### src/rtl/q2_io_if.sv
// rtl/q2_io_if.sv - q2 CPU bus bundle for the 0xFFF I/O responder
//
// Ports (as modports):
//   master : drives abus, dbus_in, wrm, rdm; observes dbus_out, dbus_oe
//   slave  : observes abus, dbus_in, wrm, rdm; drives dbus_out, dbus_oe
interface q2_io_if;
  logic [11:0] abus;
  logic [11:0] dbus_in;
  logic        wrm;
  logic        rdm;
  logic [11:0] dbus_out;
  logic        dbus_oe;

  modport master (output abus, dbus_in, wrm, rdm, input dbus_out, dbus_oe);
  modport slave  (input abus, dbus_in, wrm, rdm, output dbus_out, dbus_oe);
endinterface

### src/rtl/q2_io.sv
// rtl/q2_io.sv - q2 memory-mapped LCD/key responder at address 0xFFF
//
// Ports:
//   clk      : system clock
//   rst      : asynchronous active-high reset
//   bus      : q2 CPU bus (slave modport): abus, dbus_in, wrm, rdm -> dbus_out, dbus_oe
//   keys_n   : raw asynchronous keys, 0 = pressed
//   lcd_rs   : LCD register select (1 = data, 0 = command)
//   lcd_e    : LCD enable strobe
//   lcd_data : LCD 8-bit data bus
module q2_io #(
  parameter int NKEYS      = 4,
  parameter int E_CYCLES   = 2,
  parameter int SHORT_WAIT = 50,
  parameter int CLEAR_WAIT = 2000,
  parameter int INIT_WAIT  = 20000,
  parameter int DEBOUNCE   = 1000
) (
  input  logic             clk,
  input  logic             rst,
  q2_io_if.slave           bus,
  input  logic [NKEYS-1:0] keys_n,
  output logic             lcd_rs,
  output logic             lcd_e,
  output logic [7:0]       lcd_data
);

  localparam int KW = (DEBOUNCE > 1) ? $clog2(DEBOUNCE) : 1;

  typedef enum logic [2:0] {RESET_WAIT, IDLE, SETUP, PULSE, SETTLE} state_t;

  logic              hit;
  logic              wrm_q;
  logic              accept;
  logic              cmd_valid;
  logic [8:0]        cmd;
  logic              push;
  logic              pop;
  logic              full;
  logic [8:0]        mem [4];
  logic [1:0]        wr_ptr;
  logic [1:0]        rd_ptr;
  logic [2:0]        count;
  state_t            state;
  logic [31:0]       cnt;
  logic [31:0]       settle_len;
  logic [1:0]        init_idx;
  logic              in_init;
  logic [NKEYS-1:0]  sync1;
  logic [NKEYS-1:0]  sync2;
  logic [NKEYS-1:0]  key_lvl;
  logic [KW-1:0]     kcnt [NKEYS];
  logic [11:0]       rd_data;
  logic              unused_dbus_hi;

  function automatic logic [7:0] init_rom(input logic [1:0] idx);
    case (idx)
      2'd0:    init_rom = 8'h38;
      2'd1:    init_rom = 8'h0C;
      2'd2:    init_rom = 8'h06;
      default: init_rom = 8'h01;
    endcase
  endfunction

  assign hit            = (bus.abus == 12'hFFF);
  assign bus.dbus_oe    = bus.rdm & hit;
  assign unused_dbus_hi = &{1'b0, bus.dbus_in[11:9]};

  // Ready bit is taken from the registered count, so it lags a landing push by one edge.
  always_comb begin
    rd_data              = {~full, 11'h7FF};
    rd_data[NKEYS-1:0]   = key_lvl;
  end
  assign bus.dbus_out = rd_data;

  // Rising edge of wrm only: a held strobe enqueues once.
  assign accept = bus.wrm & ~wrm_q & hit;

  always_comb begin
    cmd_valid = 1'b0;
    cmd       = 9'h000;
    if (!bus.dbus_in[8]) begin
      cmd_valid = 1'b1;
      if (bus.dbus_in[7:0] < 8'h20 || bus.dbus_in[7:0] > 8'h7E)
        cmd = 9'h13F;
      else
        cmd = {1'b1, bus.dbus_in[7:0]};
    end else if (bus.dbus_in[7]) begin
      cmd_valid = 1'b1;
      cmd       = {2'b01, bus.dbus_in[6:0]};
    end else if (bus.dbus_in[0]) begin
      cmd_valid = 1'b1;
      cmd       = 9'h001;
    end
  end

  assign full = (count == 3'd4);
  assign push = accept & cmd_valid & ~full;
  assign pop  = (state == IDLE) && (count != 3'd0);

  always_ff @(posedge clk or posedge rst) begin
    if (rst) wrm_q <= 1'b0;
    else     wrm_q <= bus.wrm;
  end

  always_ff @(posedge clk) begin
    if (push) mem[wr_ptr] <= cmd;
  end

  always_ff @(posedge clk or posedge rst) begin
    if (rst) begin
      wr_ptr <= 2'd0;
      rd_ptr <= 2'd0;
      count  <= 3'd0;
    end else begin
      if (push) wr_ptr <= wr_ptr + 2'd1;
      if (pop)  rd_ptr <= rd_ptr + 2'd1;
      case ({push, pop})
        2'b10:   count <= count + 3'd1;
        2'b01:   count <= count - 3'd1;
        default: count <= count;
      endcase
    end
  end

  // Clear (rs=0, 0x01) needs the long settle; everything else the short one.
  assign settle_len = (!lcd_rs && lcd_data == 8'h01) ? 32'(CLEAR_WAIT) : 32'(SHORT_WAIT);

  always_ff @(posedge clk or posedge rst) begin
    if (rst) begin
      state    <= RESET_WAIT;
      cnt      <= 32'd0;
      init_idx <= 2'd0;
      in_init  <= 1'b1;
      lcd_e    <= 1'b0;
      lcd_rs   <= 1'b0;
      lcd_data <= 8'h00;
    end else begin
      case (state)
        RESET_WAIT: begin
          if (cnt == 32'(INIT_WAIT - 1)) begin
            cnt      <= 32'd0;
            init_idx <= 2'd0;
            lcd_rs   <= 1'b0;
            lcd_data <= init_rom(2'd0);
            state    <= SETUP;
          end else begin
            cnt <= cnt + 32'd1;
          end
        end
        IDLE: begin
          if (pop) begin
            {lcd_rs, lcd_data} <= mem[rd_ptr];
            state              <= SETUP;
          end
        end
        SETUP: begin
          lcd_e <= 1'b1;
          cnt   <= 32'd0;
          state <= PULSE;
        end
        PULSE: begin
          if (cnt == 32'(E_CYCLES - 1)) begin
            lcd_e <= 1'b0;
            cnt   <= 32'd0;
            state <= SETTLE;
          end else begin
            cnt <= cnt + 32'd1;
          end
        end
        SETTLE: begin
          if (cnt == settle_len - 32'd1) begin
            cnt <= 32'd0;
            // Init entries chain straight into SETUP so they go out back to back.
            if (in_init && init_idx != 2'd3) begin
              init_idx <= init_idx + 2'd1;
              lcd_data <= init_rom(init_idx + 2'd1);
              state    <= SETUP;
            end else begin
              in_init <= 1'b0;
              state   <= IDLE;
            end
          end else begin
            cnt <= cnt + 32'd1;
          end
        end
        default: state <= RESET_WAIT;
      endcase
    end
  end

  // Per-key debounce: counter runs only while the synced level disagrees with the accepted one.
  always_ff @(posedge clk or posedge rst) begin
    if (rst) begin
      sync1   <= '1;
      sync2   <= '1;
      key_lvl <= '1;
      for (int i = 0; i < NKEYS; i++) kcnt[i] <= '0;
    end else begin
      sync1 <= keys_n;
      sync2 <= sync1;
      for (int i = 0; i < NKEYS; i++) begin
        if (sync2[i] != key_lvl[i]) begin
          if (kcnt[i] == KW'(DEBOUNCE - 1)) begin
            key_lvl[i] <= sync2[i];
            kcnt[i]    <= '0;
          end else begin
            kcnt[i] <= kcnt[i] + KW'(1);
          end
        end else begin
          kcnt[i] <= '0;
        end
      end
    end
  end

endmodule
### src/flat_wrapper.sv
// flat-port wrapper written by rule: the top's interface ports become plain ports
module q2_io_flat 
#(
  parameter int NKEYS      = 4,
  parameter int E_CYCLES   = 2,
  parameter int SHORT_WAIT = 50,
  parameter int CLEAR_WAIT = 2000,
  parameter int INIT_WAIT  = 20000,
  parameter int DEBOUNCE   = 1000
)
  (clk, rst, keys_n, lcd_rs, lcd_e, lcd_data, bus_abus, bus_dbus_in, bus_wrm, bus_rdm, bus_dbus_out, bus_dbus_oe);
  q2_io_if bus_i ();
  input  logic clk;
  input  logic rst;
  input  logic [NKEYS-1:0] keys_n;
  output logic lcd_rs;
  output logic lcd_e;
  output logic [7:0] lcd_data;
  input wire logic [$bits(bus_i.abus)-1:0] bus_abus;
  input wire logic [$bits(bus_i.dbus_in)-1:0] bus_dbus_in;
  input wire logic [$bits(bus_i.wrm)-1:0] bus_wrm;
  input wire logic [$bits(bus_i.rdm)-1:0] bus_rdm;
  output wire logic [$bits(bus_i.dbus_out)-1:0] bus_dbus_out;
  output wire logic [$bits(bus_i.dbus_oe)-1:0] bus_dbus_oe;
  assign bus_i.abus = bus_abus;
  assign bus_i.dbus_in = bus_dbus_in;
  assign bus_i.wrm = bus_wrm;
  assign bus_i.rdm = bus_rdm;
  assign bus_dbus_out = bus_i.dbus_out;
  assign bus_dbus_oe = bus_i.dbus_oe;
  q2_io #(.NKEYS(NKEYS), .E_CYCLES(E_CYCLES), .SHORT_WAIT(SHORT_WAIT), .CLEAR_WAIT(CLEAR_WAIT), .INIT_WAIT(INIT_WAIT), .DEBOUNCE(DEBOUNCE)) u_core (.clk(clk), .rst(rst), .bus(bus_i), .keys_n(keys_n), .lcd_rs(lcd_rs), .lcd_e(lcd_e), .lcd_data(lcd_data));
endmodule
### config.mk
export PLATFORM = sky130hd
export DESIGN_NAME = q2_io_flat
export DESIGN_NICKNAME = d
export VERILOG_FILES = /design/src/rtl/q2_io_if.sv /design/src/rtl/q2_io.sv /design/src/flat_wrapper.sv
export SDC_FILE = /design/constraint.sdc
export NUM_CORES = 1
export LEC_CHECK = 0
export ABC_AREA = 0
export BUFFER_PORTS_ARGS = -buffer_cell sky130_fd_sc_hd__buf_2
export CELL_PAD_IN_SITES_DETAIL_PLACEMENT = 0
export CELL_PAD_IN_SITES_GLOBAL_PLACEMENT = 1
export CORE_MARGIN = 3
export CORE_UTILIZATION = 44
export DETAILED_ROUTE_END_ITERATION = 6
export PLACE_DENSITY = 0.8
export SLEW_MARGIN = 20
export SYNTH_ARGS = -nofsm -noshare
export SYNTH_HDL_FRONTEND = slang
export SYNTH_SLANG_ARGS = --single-unit
### constraint.sdc
create_clock -name clk -period 3.37 [get_ports clk]
set_input_delay 0.674 -clock clk [delete_from_list [all_inputs] [get_ports clk]]
set_output_delay 0.674 -clock clk [all_outputs]
set_load 0.01 [all_outputs]
# == Yosys cells after proc, flatten, opt, wreduce, memory -nomap -nowiden ==
# Memories as Yosys holds them, arrays and structs flattened.
# Index checks and enable logic that the tools add are counted.
# totals
latch_bits,0
word_cells,139
ramBits,36
regBits,108
inputBits,32
n_memories,1
romBits,0
# mem_list
memory,words,width,read_ports,rd_ports_with_merged_regs,write_ports,line,rtl
u_core.mem,4,9,1,0,1,q2_io.sv:40,logic [8:0] mem [4];
# op_classes
add_sub_neg,11
multipliers,0
order_cmp,2
n_mux,44
eq_ne,28
shift,0
n_reduce_logical,24
n_bitwise,8
div,0
# op_table
op,n
$pmux W32 S4,1
$mux W32,3
$mux W10,8
$add A10 B1 Y10 const B,4
$eq A10 B10 Y1 const B,4
$mux W8,5
$add A32 B1 Y32 const B,1
$eq A32 B1 Y1 const B,1
$eq A32 B15 Y1 const B,1
$eq A32 B32 Y1,1
$sub A32 B1 Y32 const B,1
$pmux W8 S3,1
$mux W9,2
$pmux W6 S3,1
$pmux W3 S5,1
$eq A12 B12 Y1 const B,1
$mux W3,4
$mux W11,1
$ne A2 B1 Y1 const B,5
$reduce_and A2 Y1,5
$mux W1,9
$eq A8 B1 Y1 const B,1
$gt A8 B7 Y1 const B,1
$lt A8 B6 Y1 const B,1
27 further kinds,54

# == Depth between registers and ports, before layout ==
# Gate-level depths: netlist of the first run.
# depth
word_depth,7
ltp_mapped,11
depth_no_buf,10

# == Worst setup path after synthesis of the first run ==
# Ideal clock, no wire load.
# synth_path
kind,register -> register
from,reg u_core.cnt[0]
to,reg u_core.lcd_data[0]
path_slack_ns,0.898
synth_period_minus_slack_ns,2.472
stages_incl_launch_ff,8
arrival_time_ns,2.348
path_cell_list,dfrtp_1 -> ha_1 -> nand3_1 -> or4_4 -> nor3_1 -> nor4_1 -> nor3_4 -> mux2_2
# synth_between
elab_chain_cells,3
# synth_lines
element,line,rtl
start: declaration,q2_io.sv:45,logic [31:0] cnt;
start signal: assignment,q2_io.sv:148,cnt <= cnt + 32'd1;
start signal: assignment,q2_io.sv:168,cnt <= cnt + 32'd1;
start signal: assignment,q2_io.sv:184,cnt <= cnt + 32'd1;
$eq A32 B32 Y1 or $eq A32 B15 Y1 (tied branches),"q2_io.sv:172, q2_io.sv:141",
$ne A2 B1 Y1 (no source line),-,
$reduce_and A5 Y1 (no source line) *,-,
end signal: assignment,q2_io.sv:145,lcd_data <= init_rom(2'd0);
end signal: assignment,q2_io.sv:153,"{lcd_rs, lcd_data} <= mem[rd_ptr];"
end signal: assignment,q2_io.sv:177,lcd_data <= init_rom(init_idx + 2'd1);
end: declaration,q2_io.sv:25,output logic [7:0] lcd_data
# Mark *: on every way between the ends. The rest lies on a longest branch, timed or not.
# A chain may end at the register's enable or synchronous reset.

# == Final worst setup path of the first run ==
# layout_path
from,reg u_core.cnt[20]
to,reg u_core.cnt[15]
# layout_between
elab_chain_cells,3
# layout_lines
element,line,rtl
"$eq A32 B32 Y1, or another cell as far along",q2_io.sv:172,if (cnt == settle_len - 32'd1) begin
"$mux W32, on equally long branches","q2_io.sv:172, q2_io.sv:141, q2_io.sv:163",
$pmux W32 S4 *,q2_io.sv:139,case (state)
# Marks and branches as above.

==> results of run 1 <==
==> layout make-up <==
class / instances / area [µm²]
Fill cell: 1402 / 7780
Sequential cell: 144 / 3800
Multi-Input combinational cell: 467 / 3120
Clock buffer: 19 / 443
Timing Repair Buffer: 54 / 308
Tap cell: 216 / 270
Clock inverter: 13 / 125
Inverter: 23 / 90.1
==> cell usage in the layout, fill, tap and decap left out, types with 11 or more instances in the layout <==
cell type / count
ha_1: 15
dfstp_2: 13
nand3_1: 37
buf_2: 44
nand4_1: 22
mux2_2: 15
xnor2_1: 23
nor2_1: 64
o21ai_0: 18
and2_1: 15
nor3_1: 25
clkbuf_16: 17
edfxtp_1: 36
and3_1: 16
nor4_1: 11
inv_1: 22
nand2_1: 65
xor2_1: 20
dfrtp_1: 95
==> layer usage <==
metal,routed length (µm),track usage [%],vias up
met3,682,4.61,18
met2,6860,26.9,121
met5,0,0,-
met4,258,5.66,0
met1,6350,21.9,2489
li1,-,-,2471
==> metrics by stage <==
| stage | hold WS, ns | worst slack [ns] |
|---|---|---|
| final | 0.352 | 0.660 |
| after global routing | 0.329 | 0.491 |
| after CTS | 0.327 | 0.672 |
| after detailed placement | 0.348 | 0.686 |
| after global placement | 0.346 | 0.690 |
| after floorplan | 0.345 | 0.898 |
==> final timing paths <==
path | startpoint | end | slack [ns]
min in group asynchronous | rst | u_core.kcnt[18] | 0.44
setup / recovery | u_core.cnt[20] | u_core.cnt[15] | 0.66
hold reg to reg | u_core.sync1[3] | u_core.sync2[3] | 0.36
hold / removal | keys_n[1] | u_core.sync1[1] | 0.35
max in group asynchronous | rst | u_core.key_lvl[3] | 2.07
setup reg to reg | u_core.cnt[20] | u_core.cnt[15] | 0.66
==> report_power, final <==
group	internal, mW	switching, mW
Combinational	0.0339	0.0652
Clock	1.05	0.753
Sequential	1.81	0.0113
Total	2.90	0.829
==> worst max-delay path: cells and delay by family (launching register included) <==
kind / cells / cell delay, ns
AND/OR/NAND/NOR: 4 / 1.49
flip-flops: 1 / 0.44
buffers and inverters: 1 / 0.25
AO/OA/AOI/OAI: 2 / 0.41
==> flip-flops by register name, indices dropped and copies added (netlist names) <==
signal           flops
u_core.cnt          32
u_core.kcnt         40
u_core.wr_ptr        2
u_core.init_idx      2
u_core.lcd_data      8
u_core.state         3
u_core.sync2         4
u_core.in_init       1
u_core.key_lvl       4
u_core.wrm_q         1
u_core.count         3
u_core.mem          36
u_core.rd_ptr        2
u_core.sync1         4
u_core.lcd_e         1
u_core.lcd_rs        1
==> cells by family (layout without fill, tap and decap cells) <==
| logic type | Yosys count | count (layout) | synth area share, % |
|---|---|---|---|
| and+or+nand+nor | 294 | 294 | 21.3 |
| other | 1 | 7 | 0.0521 |
| muxes | 26 | 26 | 5.44 |
| buffers and inverters | 50 | 109 | 4.14 |
| xor gates and xnor gates | 43 | 43 | 5.23 |
| adders and majority gates | 16 | 16 | 2.89 |
| DFF | 144 | 144 | 52.8 |
| AOI/OAI and AO/OA | 81 | 81 | 8.15 |
==> summary.txt, run 1 <==
Layout
  – Design area: about 8200 µm²
  – Final Core Density: around half
  – Net count reported at finish: 755
  – Layout area overhead: 13.4%
  – Share of cells above drive strength 1: 20.1%
  – Layout Cells excl Fill: 936
  – Ant. Diodes: 0

Clock tree
  – Longest Clk Path Bufs: 2
  – Clock buffer count from CTS: 17
  – CTS tree: done
  – Clock Root Buffer: clkbuf_16
  – Sink Count: 144
  – Post_cts resized: 0
  – Cts hold-fix bufs: 0
  – H-tree depth: 4
  – Worst-Skew Late Latency: about 0.42 ns
  – Post-CTS Setup Inserts: 0
  – Clock transition at the registers of the reported paths: 0.06 ns

Yosys
  – Number of synthesized flops with an enable pin: 36
  – Cell Area, Synth: ~7000 µm²
  – Cell type with the largest total area after synthesis: dfrtp_1
  – Cell variety after synth: 67
  – Share of flip-flops with an asynchronous set or reset: 75.0%
  – Syn Inst Count: 655
  – Top cells by count, synth: dfrtp_1, nand2_1, nor2_1
  – Count leader, synth: dfrtp_1
  – Flops & latches, synth: 144
  – Synth top area cells: dfrtp_1, edfxtp_1, dfstp_2, nand2_1, nor2_1
  – Area share of the largest cell type after synthesis: 33.0%
  – Post-synthesis sequential area ratio: 52.8%
  – Mapped Avg Cell Area: 11.0 µm²
  – Most used DFF post-synth: dfrtp_1
  – Ys Warns: 0

STA
  – Fin. max-slew vios: 0
  – Setup-failing EPs final: 0
  – Layout Skew: just over 0.01 ns
  – Setup_tns: 0 ns
  – Slew margin rel.: 39.8%
  – Hold Vio Cnt, Final: 0
  – Unrepaired setup endpoints after global routing: no
  – Peak Freq: 0.369 GHz
  – Crit path time final: 2.71 ns
  – Tcrit/Tclk final: approximately four fifths
  – Least-Margin Pin Slew: 0.901 ns

Route
  – Initial DRC count: 273
  – Vias per Instance: 5.45
  – Final wirelength: 14.1 mm
  – Initial DRT Pass Iterations: 6
  – Drt wl/cell: around 15 µm
  – Via Count: 5099
  – # DRC: 0
  – ANT nets after route: 0

Placement
  – Port Buf Inserts: 44
  – Routability cong.: 0.853
  – Placed Cells: 904
  – Area after DPL: 7590 µm²
  – DP Wirelength: 9.93 mm

Global route
  – GR Util All Layers: 16.7%
  – Pin count of the biggest net entering global routing: 69
  – First-pass GRT wire length: 24.2 mm
  – Congestion Overflow GR: 0
  – Initial antenna violation count: 0
  – Number of global-route vias before repair: 5035

Min path
  – HP Class: in -> reg
  – Min-Delay Path Depth: 1

Setup path
  – CP arrival: 3.01 ns
  – Setup CP Type: reg -> reg
  – Slowest CP cell: nor4_1
  – Startpoint types: flip-flop
  – Crit. End Element: flip-flop
  – CP max FO: 30
  – Critical Path RT: 3.67 ns
  – Slowest stage delay, CP: around 0.59 ns
  – Crit path cell chain: nor4_1 -> nand3_1 -> nor4_4 -> o22ai_2 -> buf_4 -> and3_1 -> a211o_1
  – Worst R2R Path Depth: 7

Floorplan
  – Starting density of the core: approximately 45%
  – Die Wd: around 130 µm
  – Core outline area: 15900 µm²
  – DIE HEIGHT: 134 µm
  – Die area: 17900 µm²
  – Row count: 46
  – Io pins: 55

Power
  – Pwr dens: 457 nW/µm²
  – Worst IR Drop VDD: roughly 0.00031 V
  – Leakage: 3.50 nW
  – Power consumption: 3.73 mW

Status
  – Outcome: finished clean

Job
  – # Max-Cap Violations: 0
Power figures use the tool's default switching activity.
==> run 2: changes to the inputs <==
--- a/config.mk
+++ b/config.mk
@@ -5,14 +5,14 @@
 export SDC_FILE = /design/constraint.sdc
 export NUM_CORES = 1
 export LEC_CHECK = 0
-export ABC_AREA = 0
+export ABC_AREA = 1
 export BUFFER_PORTS_ARGS = -buffer_cell sky130_fd_sc_hd__buf_2
 export CELL_PAD_IN_SITES_DETAIL_PLACEMENT = 0
 export CELL_PAD_IN_SITES_GLOBAL_PLACEMENT = 1
 export CORE_MARGIN = 3
-export CORE_UTILIZATION = 44
+export CORE_UTILIZATION = 46
 export DETAILED_ROUTE_END_ITERATION = 6
-export PLACE_DENSITY = 0.8
+export PLACE_DENSITY = 0.84
 export SLEW_MARGIN = 20
 export SYNTH_ARGS = -nofsm -noshare
 export SYNTH_HDL_FRONTEND = slang
==> constraint.sdc (replaced) <==
create_clock -name clk -period 2.7 [get_ports clk]
set_input_delay 0.54 -clock clk [delete_from_list [all_inputs] [get_ports clk]]
set_output_delay 0.54 -clock clk [all_outputs]
set_load 0.01 [all_outputs]
==> run 2 against run 1 <==
  * Clock skew is 0.0022 ns lower
  * Die area is 3.9% higher
  * Critical path depth increased by 4
  * Sequential power rose by 25%
  * Sequential share of layout area is 4.2 points lower
  * Critical path type unchanged
==> summary.txt, run 2 <==
Status
  – Outcome: finished clean

STA
  – Hold Vio Cnt, Final: 0 (unchanged)
  – WHS: 0.208 ns (-0.144 ns)
  – Setup-failing EPs final: 0 (unchanged)
  – Unrepaired setup endpoints after global routing: no
  – Slew margin rel.: 52.1% (+12 points)
  – Tcrit/Tclk final: 87.9% (+7.5 points)
  – Layout Skew: 0.00794 ns (-0.00224 ns)
  – Crit path time final: 2.37 ns (-0.336 ns)
  – Setup_tns: 0 ns (unchanged)
  – Fin. max-slew vios: 0 (unchanged)
  – Least-Margin Pin Slew: 0.718 ns (-0.183 ns)
  – Peak Freq: 0.421 GHz (+14%)

Setup path
  – Crit. End Element: flip-flop
  – CP bufs+invs: 3 (+2)
  – Slowest CP cell: dfrtp_1
  – Slowest stage delay, CP: 0.48 ns (-0.11 ns)
  – CP arrival: 2.68 ns (-0.33 ns)
  – Reg2Reg Setup Slack: 0.33 ns (-0.33 ns)
  – R2R Path Start: u_core.state[2]
  – Critical R2R Capture: u_core.count[2]
  – Largest delay share family, worst path: simple AND/OR/NAND/NOR gates
  – Setup CP Type: reg -> reg
  – Crit path cell chain: nor2_1 -> inv_1 -> nor2_4 -> inv_4 -> nor2_1 -> ha_1 -> inv_1 -> fa_1 -> a21oi_1 -> o21ai_0 -> xor2_1
  – Critical Path RT: 3.00 ns (-0.67 ns)
  – CP Capture Point: u_core.count[2]
  – Worst setup path start: u_core.state[2]
  – Cell count along the critical path: 11 (+4)
  – Startpoint types: flip-flop
  – Worst R2R Path Depth: 11 (+4)
  – CP max FO: 8 (-73%)

Global route
  – Met1 usage: 24.3% (+2.4 points)
  – Pin count of the biggest net entering global routing: 39 (-43%)
  – Number of global-route vias before repair: 6116 (+21%)
  – Met3 GRT Util: 4.19% (-0.42 points)
  – GR peak layer: met2
  – First-pass GRT wire length: 28.7 mm (+19%)
  – Congestion Overflow GR: 0 (unchanged)
  – Met2 Track Usage GR: 33.1% (+6.2 points)
  – GR Util All Layers: 19.4% (+2.7 points)
  – Initial antenna violation count: 0 (unchanged)

Clock tree
  – Sink Count: 144 (unchanged)
  – Longest Clk Path Bufs: 2 (unchanged)
  – Clock transition at the registers of the reported paths: 0.07 ns (about the same)
  – H-tree depth: 4 (unchanged)
  – CTS tree: done
  – Cts hold-fix bufs: 0 (unchanged)
  – Post_cts resized: 0 (unchanged)
  – Worst-Skew Late Latency: 0.42 ns (about the same)
  – Clock Root Buffer: clkbuf_16
  – Clock buffer count from CTS: 17 (unchanged)
  – Post-CTS Setup Inserts: 0 (unchanged)

Placement
  – DP Wirelength: 12.1 mm (+22%)
  – Port Buf Inserts: 44 (unchanged)
  – Routability cong.: 0.909 (+6.6%)
  – Placed Cells: 1237 (+37%)

Route
  – Drt wl/cell: 13.2 µm (-13%)
  – Final wirelength: 16.7 mm (+18%)
  – Via Count: 6201 (+22%)
  – ANT nets after route: 0 (unchanged)
  – Initial DRT Pass Iterations: 4 (-2)
  – Vias per Instance: 4.89 (-10%)
  – # DRC: 0 (unchanged)
  – Initial DRC count: 300 (+9.9%)

Yosys
  – Area share of the largest cell type after synthesis: 30.4% (-2.7 points)
  – Number of synthesized flops with an enable pin: 36 (unchanged)
  – Flops & latches, synth: 144 (unchanged)
  – Count leader, synth: nand2_1
  – Cell Area, Synth: 7830 µm² (+8.8%)
  – Mux cell area share after synthesis: 0.575% (-4.9 points)
  – Post-synthesis adder-cell area fraction: 2.65% (-0.23 points)
  – Ys Warns: 0 (unchanged)
  – Top cells by count, synth: nand2_1, nor2_1, inv_1
  – Cell type with the largest total area after synthesis: dfrtp_1
  – Largest family of logic cells by synthesized area: simple AND/OR/NAND/NOR gates
  – Cell variety after synth: 45 (-33%)
  – Share of flip-flops with an asynchronous set or reset: 75.0% (unchanged)
  – Most used DFF post-synth: dfrtp_1
  – Synth top area cells: dfrtp_1, edfxtp_1, nand2_1, nor2_1, inv_1
  – Post-Synth Simple-Gate Area: 31.9% (+11 points)
  – Complex-gate fraction of the synthesized area: 4.52% (-3.6 points)
  – Syn Inst Count: 978 (+49%)
  – Xor-xnor portion of the synthesized cell area: 4.25% (-0.98 points)
  – Post-synthesis sequential area ratio: 48.5% (-4.3 points)
  – Mapped Avg Cell Area: 8.01 µm² (-27%)

Power
  – Leakage: 4.27 nW (+22%)
  – Worst IR Drop VDD: 0.000527 V (+68%)
  – Pwr dens: 556 nW/µm² (+22%)

Layout
  – Number of flip-flops in the largest register: 40 (unchanged)
  – Share of cells above drive strength 1: 13.1% (-7.1 points)
  – Ant. Diodes: 0 (unchanged)
  – Largest registers: u_core.kcnt: 40 flops, u_core.mem: 36 flops, u_core.cnt: 32 flops
  – Net count reported at finish: 1084 (+44%)
  – Fillers: 1579 (+13%)
  – Biggest register: u_core.kcnt
  – Layout Cells excl Fill: 1269 (+36%)
  – Most common cell after layout, fill and taps aside: nand2_1
  – Layout area overhead: 14.4%
  – Most frequent cells in the layout: nand2_1, nor2_1, inv_1, dfrtp_1, nand3_1

Floorplan
  – Die area: 18600 µm² (+3.9%)
  – Core outline area: 16600 µm² (+4.4%)
  – Starting density of the core: 47.1% (+1.9 points)
  – Row count: 47 (+2.2%)
  – DIE HEIGHT: 136 µm (+1.9%)
  – Io pins: 55 (unchanged)
  – Die Wd: 136 µm (+1.9%)

Job
  – # Max-Cap Violations: 0 (unchanged)

Min path
  – HP Class: in -> reg
==> run 2: changes by cell type in the layout (fill, tap and decap cells not counted), moves of 9 or more <==
cell	before	now
mux2_2	15	4
and2_1	15	1
xor2_1	20	30
nand2_1	65	272
and3_1	16	1
nor2_1	64	151
xnor2_1	23	8
inv_1	22	109
mux4_2	9	0
nor4_1	11	2
nand3_1	37	76
==> run 2: cells by family after synthesis <==
family          count (synthesis)
xor+xnor                       38
other cells                     1
mux                             4
simple gates                  579
fa+ha+maj                      16
flops                         144
compound gates                 56
buf+inv                       140
==> run 2: how the worst min path moves through the flow <==
stage	startpoint	end	slack (ns)	cells past startpoint
floorplan	u_core.sync1[0]	u_core.sync2[0]	0.35	0
global placement	u_core.sync1[2]	u_core.sync2[2]	0.35	0
detailed placement	u_core.sync1[0]	u_core.sync2[0]	0.35	0
CTS	keys_n[0]	u_core.sync1[0]	0.19	1
global route	keys_n[0]	u_core.sync1[0]	0.19	1
finish	keys_n[0]	u_core.sync1[0]	0.21	1
==> run 2: per-stage QoR <==
stage	util [%]	worst slack [ns]	instance area (µm²)	power, mW
finish	53.8	0.326	8960	4.98
global route	53.8	0.140	8960	5.16
CTS	53.8	0.322	8960	5.04
detailed placement	49.9	0.312	8310	2.45
global placement	49.9	0.347	8310	2.45
floorplan	-	0.571	7860	2.40
==> run 2: final cells by class <==
type	count	area (µm²)	share of cell area, %
Inverter	116	442	4.93
Clock buffer	17	425	4.75
Tap cell	220	275	3.07
Timing Repair Buffer	57	330	3.69
Clock inverter	15	223	2.49
Sequential cell	144	3800	42.4
Multi-Input combinational cell	700	3460	38.7
==> run 2: worst register-to-register path, stage by stage (launching register included) <==
cell,delay (ns)
dfrtp_1,0.48
nor2_1,0.14
inv_1,0.15
nor2_4,0.24
inv_4,0.08
nor2_1,0.17
ha_1,0.17
inv_1,0.06
fa_1,0.38
a21oi_1,0.14
o21ai_0,0.11
xor2_1,0.15
==> run 2: report_power, final <==
group | internal (mW) | total, mW | switching (mW)
Sequential | 2.26 | 2.28 | 0.0148
Combinational | 0.0403 | 0.126 | 0.0856
Clock | 1.58 | 2.57 | 0.994
Total | 3.88 | 4.98 | 1.09
==> run 2: metal layers <==
metal	vias to the layer above	wire length [µm]
li1	3244	-
met1	2849	7730
met2	86	8120
met3	22	553
met4	0	297
met5	-	0
